==> config.mk <==
export PLATFORM = sky130hd
export DESIGN_NAME = level_classifier
export DESIGN_NICKNAME = d
export VERILOG_FILES = /design/src/rtl/level_classifier_pkg.sv /design/src/rtl/band_compare.sv /design/src/rtl/level_classifier.sv
export SDC_FILE = /design/constraint.sdc
export NUM_CORES = 1
export LEC_CHECK = 0
export CORE_MARGIN = 5
export CORE_UTILIZATION = 25
export CTS_CLUSTER_SIZE = 14
export DETAILED_ROUTE_END_ITERATION = 10
export PLACE_DENSITY_LB_ADDON = 0.1
export SKIP_LAST_GASP = 1
export SYNTH_ARGS = -nofsm -noshare
export SYNTH_HDL_FRONTEND = slang
export SYNTH_SLANG_ARGS = --single-unit
==> constraint.sdc <==
create_clock -name clk -period 2.4 [get_ports clk]
set_clock_uncertainty 0.1 [all_clocks]
set_input_delay 0.6 -clock clk [delete_from_list [all_inputs] [get_ports clk]]
set_output_delay 0.6 -clock clk [all_outputs]
set_load 0.005 [all_outputs]
==> src/rtl/level_classifier_pkg.sv <==
// level_classifier_pkg: class encoding, filter states and default thresholds
package level_classifier_pkg;

    typedef enum logic [1:0] {
        CLS_NONE = 2'd0,
        CLS_B1   = 2'd1,
        CLS_B2   = 2'd2,
        CLS_B3   = 2'd3
    } cls_t;

    typedef enum logic {
        ST_STABLE  = 1'b0,
        ST_PENDING = 1'b1
    } state_t;

    localparam int THR1_DEF = 3;
    localparam int THR2_DEF = 6;
    localparam int THR3_DEF = 9;

    function automatic logic [2:0] cls_onehot(input cls_t c);
        return {c == CLS_B3, c == CLS_B2, c == CLS_B1};
    endfunction

endpackage

==> src/rtl/band_compare.sv <==
// band_compare: unsigned sample-to-band classification against three inclusive upper bounds
module band_compare
    import level_classifier_pkg::*;
#(
    parameter int DATA_W = 4
) (
    input  logic [DATA_W-1:0] data,
    input  logic [DATA_W-1:0] thr1,
    input  logic [DATA_W-1:0] thr2,
    input  logic [DATA_W-1:0] thr3,
    output cls_t              cls
);

    assign cls = data <= thr1 ? CLS_B1 :
                 data <= thr2 ? CLS_B2 :
                 data <= thr3 ? CLS_B3 : CLS_NONE;

endmodule

==> src/rtl/level_classifier.sv <==
// level_classifier: debounced band classifier with programmable thresholds and entry counters
module level_classifier
    import level_classifier_pkg::*;
#(
    parameter int DATA_W   = 4,
    parameter int HOLD_CYC = 3,
    parameter int CNT_W    = 8
) (
    input  logic              clk,
    input  logic              rst_n,
    input  logic              in_valid,
    input  logic [DATA_W-1:0] in_data,
    input  logic              thr_ld,
    input  logic [DATA_W-1:0] thr1,
    input  logic [DATA_W-1:0] thr2,
    input  logic [DATA_W-1:0] thr3,
    input  logic              cnt_clr,
    output logic [2:0]        cout,
    output logic              out_none,
    output logic              chg,
    output logic              cfg_err,
    output logic [CNT_W-1:0]  cnt1,
    output logic [CNT_W-1:0]  cnt2,
    output logic [CNT_W-1:0]  cnt3
);

    localparam int HW = $clog2(HOLD_CYC + 1);

    logic [DATA_W-1:0]       thr1_q, thr1_d, thr2_q, thr2_d, thr3_q, thr3_d;
    logic                    thr_ok;
    cls_t                    raw_cls;
    logic                    s1_vld_q, s1_vld_d;
    cls_t                    s1_cls_q, s1_cls_d;
    state_t                  st_q, st_d;
    cls_t                    com_q, com_d, cand_q, cand_d;
    logic [HW-1:0]           hold_q, hold_d;
    logic                    commit;
    logic [2:0]              cout_q, cout_d;
    logic                    none_q, none_d, chg_q, chg_d, cfg_err_q, cfg_err_d;
    logic [2:0][CNT_W-1:0]   cnt_q, cnt_d;

    band_compare #(.DATA_W(DATA_W)) u_cmp (
        .data (in_data),
        .thr1 (thr1_q),
        .thr2 (thr2_q),
        .thr3 (thr3_q),
        .cls  (raw_cls)
    );

    // next-state: threshold load, stage-1 capture, hold filter and counters
    always_comb begin
        thr_ok    = thr1 <= thr2 && thr2 <= thr3;
        thr1_d    = thr_ld && thr_ok ? thr1 : thr1_q;
        thr2_d    = thr_ld && thr_ok ? thr2 : thr2_q;
        thr3_d    = thr_ld && thr_ok ? thr3 : thr3_q;
        cfg_err_d = thr_ld && !thr_ok;
        s1_vld_d  = in_valid;
        s1_cls_d  = in_valid ? raw_cls : s1_cls_q;
        st_d      = st_q;
        cand_d    = cand_q;
        hold_d    = hold_q;
        com_d     = com_q;
        commit    = 1'b0;
        if (s1_vld_q) begin
            if (st_q == ST_STABLE) begin
                if (s1_cls_q != com_q) begin
                    st_d   = ST_PENDING;
                    cand_d = s1_cls_q;
                    hold_d = HW'(1);
                end
            end else if (s1_cls_q == cand_q) begin
                hold_d = hold_q + 1'b1;
            end else if (s1_cls_q == com_q) begin
                st_d   = ST_STABLE;
                hold_d = '0;
            end else begin
                cand_d = s1_cls_q;
                hold_d = HW'(1);
            end
            if (st_d == ST_PENDING && hold_d == HW'(HOLD_CYC)) begin
                commit = 1'b1;
                com_d  = cand_d;
                st_d   = ST_STABLE;
                hold_d = '0;
            end
        end
        cout_d = cls_onehot(com_d);
        none_d = com_d == CLS_NONE;
        chg_d  = commit;
        for (int k = 0; k < 3; k++)
            cnt_d[k] = cnt_clr ? '0 :
                       commit && cout_d[k] && !(&cnt_q[k]) ? cnt_q[k] + 1'b1 : cnt_q[k];
    end

    // state registers with asynchronous reset to defaults
    always_ff @(posedge clk or negedge rst_n) begin
        if (!rst_n) begin
            thr1_q    <= DATA_W'(THR1_DEF);
            thr2_q    <= DATA_W'(THR2_DEF);
            thr3_q    <= DATA_W'(THR3_DEF);
            s1_vld_q  <= 1'b0;
            s1_cls_q  <= CLS_NONE;
            st_q      <= ST_STABLE;
            com_q     <= CLS_NONE;
            cand_q    <= CLS_NONE;
            hold_q    <= '0;
            cout_q    <= 3'b000;
            none_q    <= 1'b1;
            chg_q     <= 1'b0;
            cfg_err_q <= 1'b0;
            cnt_q     <= '0;
        end else begin
            thr1_q    <= thr1_d;
            thr2_q    <= thr2_d;
            thr3_q    <= thr3_d;
            s1_vld_q  <= s1_vld_d;
            s1_cls_q  <= s1_cls_d;
            st_q      <= st_d;
            com_q     <= com_d;
            cand_q    <= cand_d;
            hold_q    <= hold_d;
            cout_q    <= cout_d;
            none_q    <= none_d;
            chg_q     <= chg_d;
            cfg_err_q <= cfg_err_d;
            cnt_q     <= cnt_d;
        end
    end

    assign cout     = cout_q;
    assign out_none = none_q;
    assign chg      = chg_q;
    assign cfg_err  = cfg_err_q;
    assign cnt1     = cnt_q[0];
    assign cnt2     = cnt_q[1];
    assign cnt3     = cnt_q[2];

endmodule
After elaboration in Yosys (flattened, before gate mapping)
Cells that the tools add are included.

Equality and inequality tests: 7. Magnitude comparators: 5. Muxes and demuxes: 29. Add/sub/neg operators: 4. Reductions and logical operators: 21.

Operators by type and width (number): $mux W8 (6); $mux W2 (14); $add A8 B1 Y8 const B (3); $reduce_and A8 Y1 (3); $le A4 B4 Y1 (5); $logic_and A1 B1 Y1 (10); $mux W1 (9); $eq A2 B2 Y1 const B (3); $reduce_bool A2 Y1 (3); $eq A2 B2 Y1 (2); $logic_not A1 Y1 (4); $add A2 B1 Y2 const B (1); $eq A2 B1 Y1 const B (1); $logic_not A2 Y1 (1); $ne A2 B2 Y1 (1).

Output and inout port bits: 30. Bits of input ports: 21. Word-level logic and storage cells: 82. Bits in registers: 52.

Logic depth before layout (Yosys ltp)
Gate-level depths: netlist of the first run.

Word-level depth: 14. Gate-level depth with buffers: 8. Depth with buffers taken out: 7.

Cells and area by module
Synthesis of the first run repeated with hierarchy kept, for this count alone.

Cell total of the unflattened synthesis: 319. Area, all modules: 3143.0 µm².

By module, submodules not included: level_classifier (area each 2821.5 µm², seq. area each 1310.0 µm², cells each 275, instances 1); band_compare (area each 321.6 µm², seq. area each 0.0 µm², cells each 44, instances 1).

Worst setup path before layout of the first run
No wires, ideal clock.

Path type: input to register. Start point: in thr2[3]. End point: reg thr1_q[2]. Cell stages on the path: 7. Required time: 2.175 ns. Setup time: 0.125 ns. Path buffers: 1. Slack: -0.028 ns. Data arrival time: 2.203 ns. Cell sequence: inv_1 -> ha_1 -> a21oi_1 -> o21ai_0 -> a221oi_1 -> buf_2 -> mux2_2.

Word-level cells in the longest chain between the ends: 3. Elaborated cells between the ends (all ways): 4. Classes of those cells: 2 x order compare; 2 x reduce/logical.

RTL lines: start, declared (line level_classifier.sv:15) `input logic [DATA_W-1:0] thr2,`; $le A4 B4 Y1 (line level_classifier.sv:52) `thr_ok = thr1 <= thr2 && thr2 <= thr3;`; $logic_and A1 B1 Y1 * (line level_classifier.sv:52); $logic_and A1 B1 Y1 * (line level_classifier.sv:53) `thr1_d = thr_ld && thr_ok ? thr1 : thr1_q;`; end signal, assigned (line level_classifier.sv:98) `thr1_q <= DATA_W'(THR1_DEF);`; end signal, assigned (line level_classifier.sv:113) `thr1_q <= thr1_d;`; end, declared (line level_classifier.sv:29) `logic [DATA_W-1:0] thr1_q, thr1_d, thr2_q, thr2_d, thr3_q, thr3_d;`.

Mark *: on every way between the ends. The rest lies on a longest branch, timed or not. A chain may end at the register's enable or synchronous reset.

Worst setup path in the final report of the first run
Start point: reg cnt_q (netlist bit cnt2[0]). End point: reg cnt_q (netlist bit cnt2[6]).

Word-level cells in the longest chain between the ends: 4. Elaborated cells between the ends (all ways): 7. Classes of those cells: 1 x add/sub; 2 x mux; 4 x reduce/logical.

RTL lines: start, declared (line level_classifier.sv:40) `logic [2:0][CNT_W-1:0] cnt_q, cnt_d;`; start signal, assigned (line level_classifier.sv:126) `cnt_q <= cnt_d;`; parallel branches: the longest is 4 deep, another holds $add A8 B1 Y8.

Several ways; the timed one is not identified. The select of a mux whose other input is x is not followed.

==> metrics.md, run 1 <==
| Metric | Value |
|---|---|
| Worst Setup End Kind | `flip-flop` |
| Largest net degree at the start of global routing | `53` |
| LEAKAGE | `1.89 nW` |
| Worst hold path type | `input pin to async pin` |
| Routed length per instance | `13.8 um` |
| Int Power | `2.07 mW` |
| Setup slack, reg-to-reg | `0.09 ns` |
| Post-DP HPWL | `5.87 mm` |
| Boundary Pins | `51` |
| First-pass GRT wire length | `13.2 mm` |
| Critical path class | `flip-flop to flip-flop` |
| Final Max Tran Viols | `0` |
| Part of the power in the clock network | `23.5%` |
| Filler cells | `1250` |
| DRC errors left | `0` |
| Pwr dens | `726 nW/um2` |
| Maxcap violations | `0` |
| CP Max Fanout | `4` |
| Syn_nets | `352` |
| Yosys synthesis warning count | `0` |
| Mean post-synth cell area | `10.1 um2` |
| Initial antenna violation count | `0` |
| R2r endpoint | `cnt2[6]` |
| Top FF cell, synth | `dfrtp_1` |
| Clk sinks | `52` |
| Comb pwr share | `39.3%` |
| # port buffers | `50` |
| P_sw | `1.13 mW` |
| Req. time, crit path | `2.48 ns` |
| Worst vdd ir | `0.333 mV` |
| Placement Cell Area | `4090 um2` |
| Total number of vias | `2556` |
| Status | `complete, no violations` |
| Drt initial violations | `92` |
| H-tree lvl count | `2` |
| Register area share after synthesis | `42.3%` |
| Root Buffer | `clkbuf_16` |
| Reg2reg start | `cnt2[0]` |
| Final Critical Period | `2.31 ns` |
| P&R area growth vs syn | `42.3%` |
| Clock latency on the worst-skew pair | `0.29 ns` |
| Core ar. | `12100 um2` |
| Fin Setup TNS | `0 ns` |
| Slew headroom | `51.3%` |
| Startpoint types | `flip-flop` |
| GRT Overall Usage | `11.2%` |
| Final wirelength | `7.86 mm` |
| WP data arrival | `2.39 ns` |
| Number of enable flip-flop cells after synthesis | `0` |
| DR vias/cell | `4.50` |
| Period utilization | `96.4%` |
| R2r worst-path depth | `6` |
| Peak Freq | `432 MHz` |
| Antenna Nets Post-Route | `0` |
| Commonest cells after routing, fill and taps aside | `dfrtp_1 (45), clkdlybuf4s50_1 (45), buf_4 (40), inv_1 (29), nor2_1 (23)` |
| Post-layout net count | `443` |
| Die X | `121 um` |
| Die height | `121 um` |
| Final hold vios | `0` |
| Share of cells above drive strength 1 | `23.3%` |
| Yosys reg bits | `52` |
| Drt pass-1 iters | `4` |
| Cell area after synthesis | `3100 um2` |
| CTS tree | `built` |
| Design Power | `3.20 mW` |
| Post-route cell area | `4410 um2` |
| Number of distinct library cells after synthesis | `56` |
| ANT cells | `0` |
| Slew @ Worst Pin | `0.728 ns` |
| Final core area utilization | `36.6%` |
| Switching share of power | `35.4%` |
| Initial core utilization | `25.7%` |
| Clock Tree Buf Depth | `2` |
| Post-synth ARST share | `100%` |
| Num CTS Buffers | `5` |
| Hold Slack | `0.193 ns` |
| Final GP Congestion | `0.722` |
| Row count | `40` |
| Setup violators final | `0` |
| Number of global-route vias before repair | `2752` |
| Mapped Cells | `308` |
| CTS Hold Buffers Added | `0` |
| Clk pin slew, worst setup/hold paths | `0.07 ns` |
| Die area | `14700 um2` |
| Reg power frac | `37.2%` |
| Total grt overflow | `0` |
[stage by stage]
step | cells | worst slack (ns)
after floorplan | 308 | 0.0211
after global placement | 557 | -0.355
after detailed placement | 557 | -0.374
after CTS | 565 | 0.00512
after global routing | 568 | -0.000944
final | 568 | 0.0872
[registers in the layout, summed over array words and instances, names as in the netlist]
name	count
st_q	1
com_q	2
cnt1	8
thr2_q	4
cfg_err	1
thr3_q	4
cout	3
s1_cls_q	2
s1_vld_q	1
thr1_q	4
hold_q	2
cnt2	8
cnt3	8
chg	1
cand_q	2
out_none	1
[worst max-delay path by stage]
stage | from | end | cells after the start
after floorplan | cnt2[0] | cnt2[6] | 6
after global placement | thr2[3] | thr1_q[2] | 8
after detailed placement | thr2[3] | thr2_q[0] | 8
after CTS | cnt2[0] | cnt2[6] | 6
after global routing | s1_cls_q[1] | cnt2[6] | 5
final | cnt2[0] | cnt2[6] | 6
[layer usage]
layer / vias to the layer above / GRT usage, % / routed length [um]
met4: 0 / 3.15 / 100
met5: - / 0 / 0
li1: 1300 / - / -
met1: 1208 / 14.2 / 3640
met2: 42 / 19.1 / 3810
met3: 6 / 2.33 / 305
[synthesized netlist by cell type (9+ instances only)]
| master | instances | share of area (%) |
|---|---|---|
| ha_1 | 23 | 9.3 |
| mux2i_1 | 10 | 3.2 |
| nand3_1 | 9 | 1.5 |
| a21oi_1 | 21 | 3.4 |
| nor2_1 | 24 | 2.9 |
| nor2b_1 | 9 | 1.8 |
| dfrtp_1 | 45 | 36 |
| mux2_2 | 9 | 3.3 |
| o21ai_0 | 12 | 1.9 |
| nand2_1 | 13 | 1.6 |
| nand4_1 | 10 | 2.0 |
| inv_1 | 29 | 3.5 |
[what timing repair did]
item,4_1_cts,5_1_grt
cloned,0,0
buffers inserted,0,3
resized for setup,7,21
setup endpoints to repair,13,24
pin swaps,2,3
[critical path: stages (launching register included)]
cell and delay, ns:
dfrtp_1 0.39, ha_1 0.21, and3_4 0.18, a2111oi_4 0.31
a21bo_4 0.29, or4_1 0.43, mux2_4 0.31
[final cells by class]
type	instances	area [um2]	area share, %
inverter	29	109	2.47
tap	168	210	4.77
multi-input combinational	218	1770	40.2
clock inverter	1	7.51	0.170
timing repair buffer	93	857	19.4
sequential	52	1310	29.7
clock buffer	7	143	3.23
[power by group through the flow]
stage / clock network, mW / registers [mW] / logic (mW)
finish: 0.753 / 1.19 / 1.26
global route: 0.818 / 1.21 / 1.40
global placement: 0 / 1.20 / 1.14
detailed placement: 0 / 1.20 / 1.15
CTS: 0.795 / 1.18 / 1.17
floorplan: 0 / 1.18 / 0.761
[kinds of logic after synthesis]
group | synth area share (%)
multiplexers | 8.32
buffers and inverters | 4.93
adder cells (fa/ha/maj) | 9.29
XOR/XNOR | 2.50
AND/OR/NAND/NOR | 17.6
AO/OA/AOI/OAI | 15.1
flip-flops | 42.3
(Power assumes the default switching activity.)
==> run 2, diff against run 1 <==
--- a/config.mk
+++ b/config.mk
@@ -5,6 +5,7 @@
 export SDC_FILE = /design/constraint.sdc
 export NUM_CORES = 1
 export LEC_CHECK = 0
+export ABC_CLOCK_PERIOD_IN_PS = 2400
 export CORE_MARGIN = 5
 export CORE_UTILIZATION = 25
 export CTS_CLUSTER_SIZE = 14
==> results of run 2 <==
Same layout as run 1: the final DEF is identical, and so are final timing and power.
==> run 3, diff against run 2 <==
--- a/config.mk
+++ b/config.mk
@@ -6,6 +6,7 @@
 export NUM_CORES = 1
 export LEC_CHECK = 0
 export ABC_CLOCK_PERIOD_IN_PS = 2400
+export CORE_ASPECT_RATIO = 1.25
 export CORE_MARGIN = 5
 export CORE_UTILIZATION = 25
 export CTS_CLUSTER_SIZE = 14
==> constraint.sdc (replaced) <==
create_clock -name clk -period 2.4 [get_ports clk]
set_clock_uncertainty 0.1 [all_clocks]
set_input_delay 0.48 -clock clk [delete_from_list [all_inputs] [get_ports clk]]
set_output_delay 0.48 -clock clk [all_outputs]
set_load 0.005 [all_outputs]
==> run 3 against run 2 <==
Effect of this change: fmax down 1.1%; critical path depth unchanged; power fell by 1.1%; non-clock buffer count shrank 6; worst setup slack worse by 0.025 ns; final cell count down 1.8%; hold slack worse by 0.12 ns; via count grew 1.2%; global-route usage is 0.080 points higher; register-to-register slack worse by 0.02 ns; sequential cell count unchanged; largest power group is now sequential cells.
==> metrics.md, run 3 (same netlist as run 1, synthesis figures left out) <==
| Metric | Value |
|---|---|
| Final Critical Period | `2.34 ns (was 2.31 ns)` |
| Final core area utilization | `35.2% (was 36.6%)` |
| Slew @ Worst Pin | `0.618 ns (was 0.728 ns)` |
| Filler cells | `1276 (was 1250)` |
| First-pass GRT wire length | `13.2 mm (about the same)` |
| Initial antenna violation count | `0 (unchanged)` |
| Status | `complete, no violations (unchanged)` |
| Part of the power in the clock network | `25.6% (was 23.5%)` |
| Setup slack, reg-to-reg | `0.06 ns (was 0.09 ns)` |
| Slew headroom | `58.7% (was 51.3%)` |
| Pre-CTS setup slack | `-0.269 ns (was -0.374 ns)` |
| DR vias/cell | `4.63 (was 4.50)` |
| Placement Cell Area | `4040 um2 (was 4090 um2)` |
| R2r endpoint | `cnt2[6] (unchanged)` |
| Hold Slack | `0.0755 ns (was 0.193 ns)` |
| Post-DP HPWL | `6.02 mm (was 5.87 mm)` |
| Clock Tree Buf Depth | `2 (unchanged)` |
| Met3 wire len | `329 um (was 305 um)` |
| Antenna Nets Post-Route | `0 (unchanged)` |
| Reg power frac | `37.6% (was 37.2%)` |
| Share of cells above drive strength 1 | `20.8% (was 23.3%)` |
| Root Buffer | `clkbuf_16 (unchanged)` |
| LEAKAGE | `1.83 nW (was 1.89 nW)` |
| Top layer in use | `met4 (unchanged)` |
| Placed cells | `549 (was 557)` |
| Worst hold path type | `input pin to async pin (unchanged)` |
| WP data arrival | `2.41 ns (was 2.39 ns)` |
| Design Power | `3.16 mW (was 3.20 mW)` |
| Num CTS Buffers | `5 (unchanged)` |
| Number of global-route vias before repair | `2664 (was 2752)` |
| Peak Freq | `428 MHz (was 432 MHz)` |
| Final GP Congestion | `0.773 (was 0.722)` |
| Flip-flop and latch area | `1310 um2 (unchanged)` |
| Setup violators final | `0 (unchanged)` |
| Period utilization | `97.4% (was 96.4%)` |
| Core ar. | `12200 um2 (was 12100 um2)` |
| Commonest cells after routing, fill and taps aside | `clkdlybuf4s50_1 (49), dfrtp_1 (45), buf_4 (34), inv_1 (29), nor2_1 (24) (was dfrtp_1 (45), clkdlybuf4s50_1 (45), buf_4 (40), inv_1 (29), nor2_1 (23))` |
| Maxcap violations | `0 (unchanged)` |
| Multi-input logic area | `1700 um2 (was 1770 um2)` |
| Routed length per instance | `14.2 um (was 13.8 um)` |
| Critical path class | `flip-flop to flip-flop (unchanged)` |
| GRT Overall Usage | `11.3% (was 11.2%)` |
| Final std cells w/o fill | `558 (was 568)` |
| Reg2reg start | `cnt2[0] (unchanged)` |
| Met2 routed WL | `4.13 mm (was 3.81 mm)` |
| CTS tree | `built (unchanged)` |
| Row count | `45 (was 40)` |
| Final Max Tran Viols | `0 (unchanged)` |
| Comb pwr share | `36.7% (was 39.3%)` |
| R2r worst-path depth | `6 (unchanged)` |
| Largest net degree at the start of global routing | `53 (unchanged)` |
| Clock latency on the worst-skew pair | `0.29 ns (about the same)` |
| ANT cells | `0 (unchanged)` |
| Metal-1 WL | `3.38 mm (was 3.64 mm)` |
| Req. time, crit path | `2.48 ns (about the same)` |
| Drt pass-1 iters | `4 (unchanged)` |
| Worst Setup End Kind | `flip-flop (unchanged)` |
| P_sw | `1.07 mW (was 1.13 mW)` |
| CP Buf/Inv Count | `0 (unchanged)` |
| Crit-path max cell delay | `0.42 ns (was 0.43 ns)` |
| Switching share of power | `34.0% (was 35.4%)` |
| Die height | `134 um (was 121 um)` |
| Post-route cell area | `4290 um2 (was 4410 um2)` |
| Worst path top cell family by delay | `compound AO/OA/AOI/OAI gates (was simple AND/OR/NAND/NOR gates)` |
| DRC errors left | `0 (unchanged)` |
| Int Power | `2.09 mW (was 2.07 mW)` |
| Clk sinks | `52 (unchanged)` |
| Fin Setup TNS | `0 ns (unchanged)` |
| Total grt overflow | `0 (unchanged)` |
| Die X | `110 um (was 121 um)` |
| Pwr dens | `738 nW/um2 (was 726 nW/um2)` |
| Post-layout net count | `437 (was 443)` |
| CP Max Fanout | `3 (was 4)` |
| Final WS setup | `0.0623 ns (was 0.0872 ns)` |
| Startpoint types | `flip-flop (unchanged)` |
| Boundary Pins | `51 (unchanged)` |
| H-tree lvl count | `2 (unchanged)` |
| Clk pin slew, worst setup/hold paths | `0.07 ns (about the same)` |
| Critical path cell sequence | `ha_2 > and3_4 > a2111oi_4 > a21bo_4 > or4_4 > mux2_4 (was ha_1 > and3_4 > a2111oi_4 > a21bo_4 > or4_1 > mux2_4)` |
| Commonest non-fill, non-tap cell in the layout | `clkdlybuf4s50_1` |
| # port buffers | `50 (unchanged)` |
| Worst vdd ir | `0.301 mV (was 0.333 mV)` |
| Drt initial violations | `66 (was 92)` |
| Total number of vias | `2586 (was 2556)` |
| Final hold vios | `0 (unchanged)` |
| Initial core utilization | `25.5% (was 25.7%)` |
| Die area | `14700 um2 (about the same)` |
| Final wirelength | `7.94 mm (was 7.86 mm)` |
| P&R area growth vs syn | `38.3% (was 42.3%)` |
| Slowest-stage cell, CP | `or4_4 (was or4_1)` |
-- run 3: cell types whose count changed in the layout (fill, tap and decap cells not counted), moves of 2 or more --
cell | before | now
buf_4 | 40 | 34
clkdlybuf4s50_1 | 45 | 49
dlymetal6s2s_1 | 4 | 0
ha_4 | 5 | 1
ha_1 | 18 | 21
a21oi_1 | 16 | 18
a21oi_2 | 5 | 3
-- run 3: power groups by stage --
stage               sequential, mW  combinational [mW]  clock (mW)
floorplan                     1.18               0.759           0
global placement              1.20                1.14           0
detailed placement            1.20                1.15           0
CTS                           1.19                1.15       0.854
global route                  1.22                1.29       0.876
finish                        1.19                1.16       0.811
-- run 3: worst reg2reg max path: cells and delay by family (launching register included) --
| kind | cells | cell delay, ns |
|---|---|---|
| adders and majority gates | 1 | 0.19 |
| and+or+nand+nor | 2 | 0.59 |
| AOI/OAI and AO/OA | 2 | 0.65 |
| muxes | 1 | 0.30 |
| DFF | 1 | 0.40 |
-- run 3: worst max path at each step --
| stage | from | endpoint | slack, ns | cells after the start |
|---|---|---|---|---|
| 2_1_floorplan | cnt2[0] | cnt2[6] | 0.02 | 6 |
| 3_3_place_gp | thr2[3] | thr1_q[3] | -0.22 | 8 |
| 3_5_place_dp | thr2[3] | thr1_q[2] | -0.27 | 8 |
| 4_1_cts | cnt2[0] | cnt2[7] | 0.04 | 7 |
| 5_1_grt | cnt2[0] | cnt2[4] | -0.005 | 7 |
| 6_report | cnt2[0] | cnt2[6] | 0.06 | 6 |
-- run 3: area by class of cell --
cell class,count,area share (%)
multi-input combinational,218,39.8
sequential,52,30.6
timing repair buffer,87,18.5
tap,164,4.79
clock buffer,6,3.01
inverter,29,2.54
clock inverter,2,0.818
-- run 3: timing repair --
| item | in CTS | in global routing |
|---|---|---|
| setup buffers | 0 | 1 |
| hold buffers | 0 | 0 |
| gates resized for setup | 0 | 19 |
| endpoints found under the setup margin | 4 | 19 |
| pin swaps | 1 | 4 |
-- run 3: metal layers --
layer / up-vias / GRT usage [%]
met3: 6 / 2.39
met1: 1248 / 13.9
li1: 1291 / -
met5: - / 0
met4: 0 / 3.26
met2: 41 / 19.6
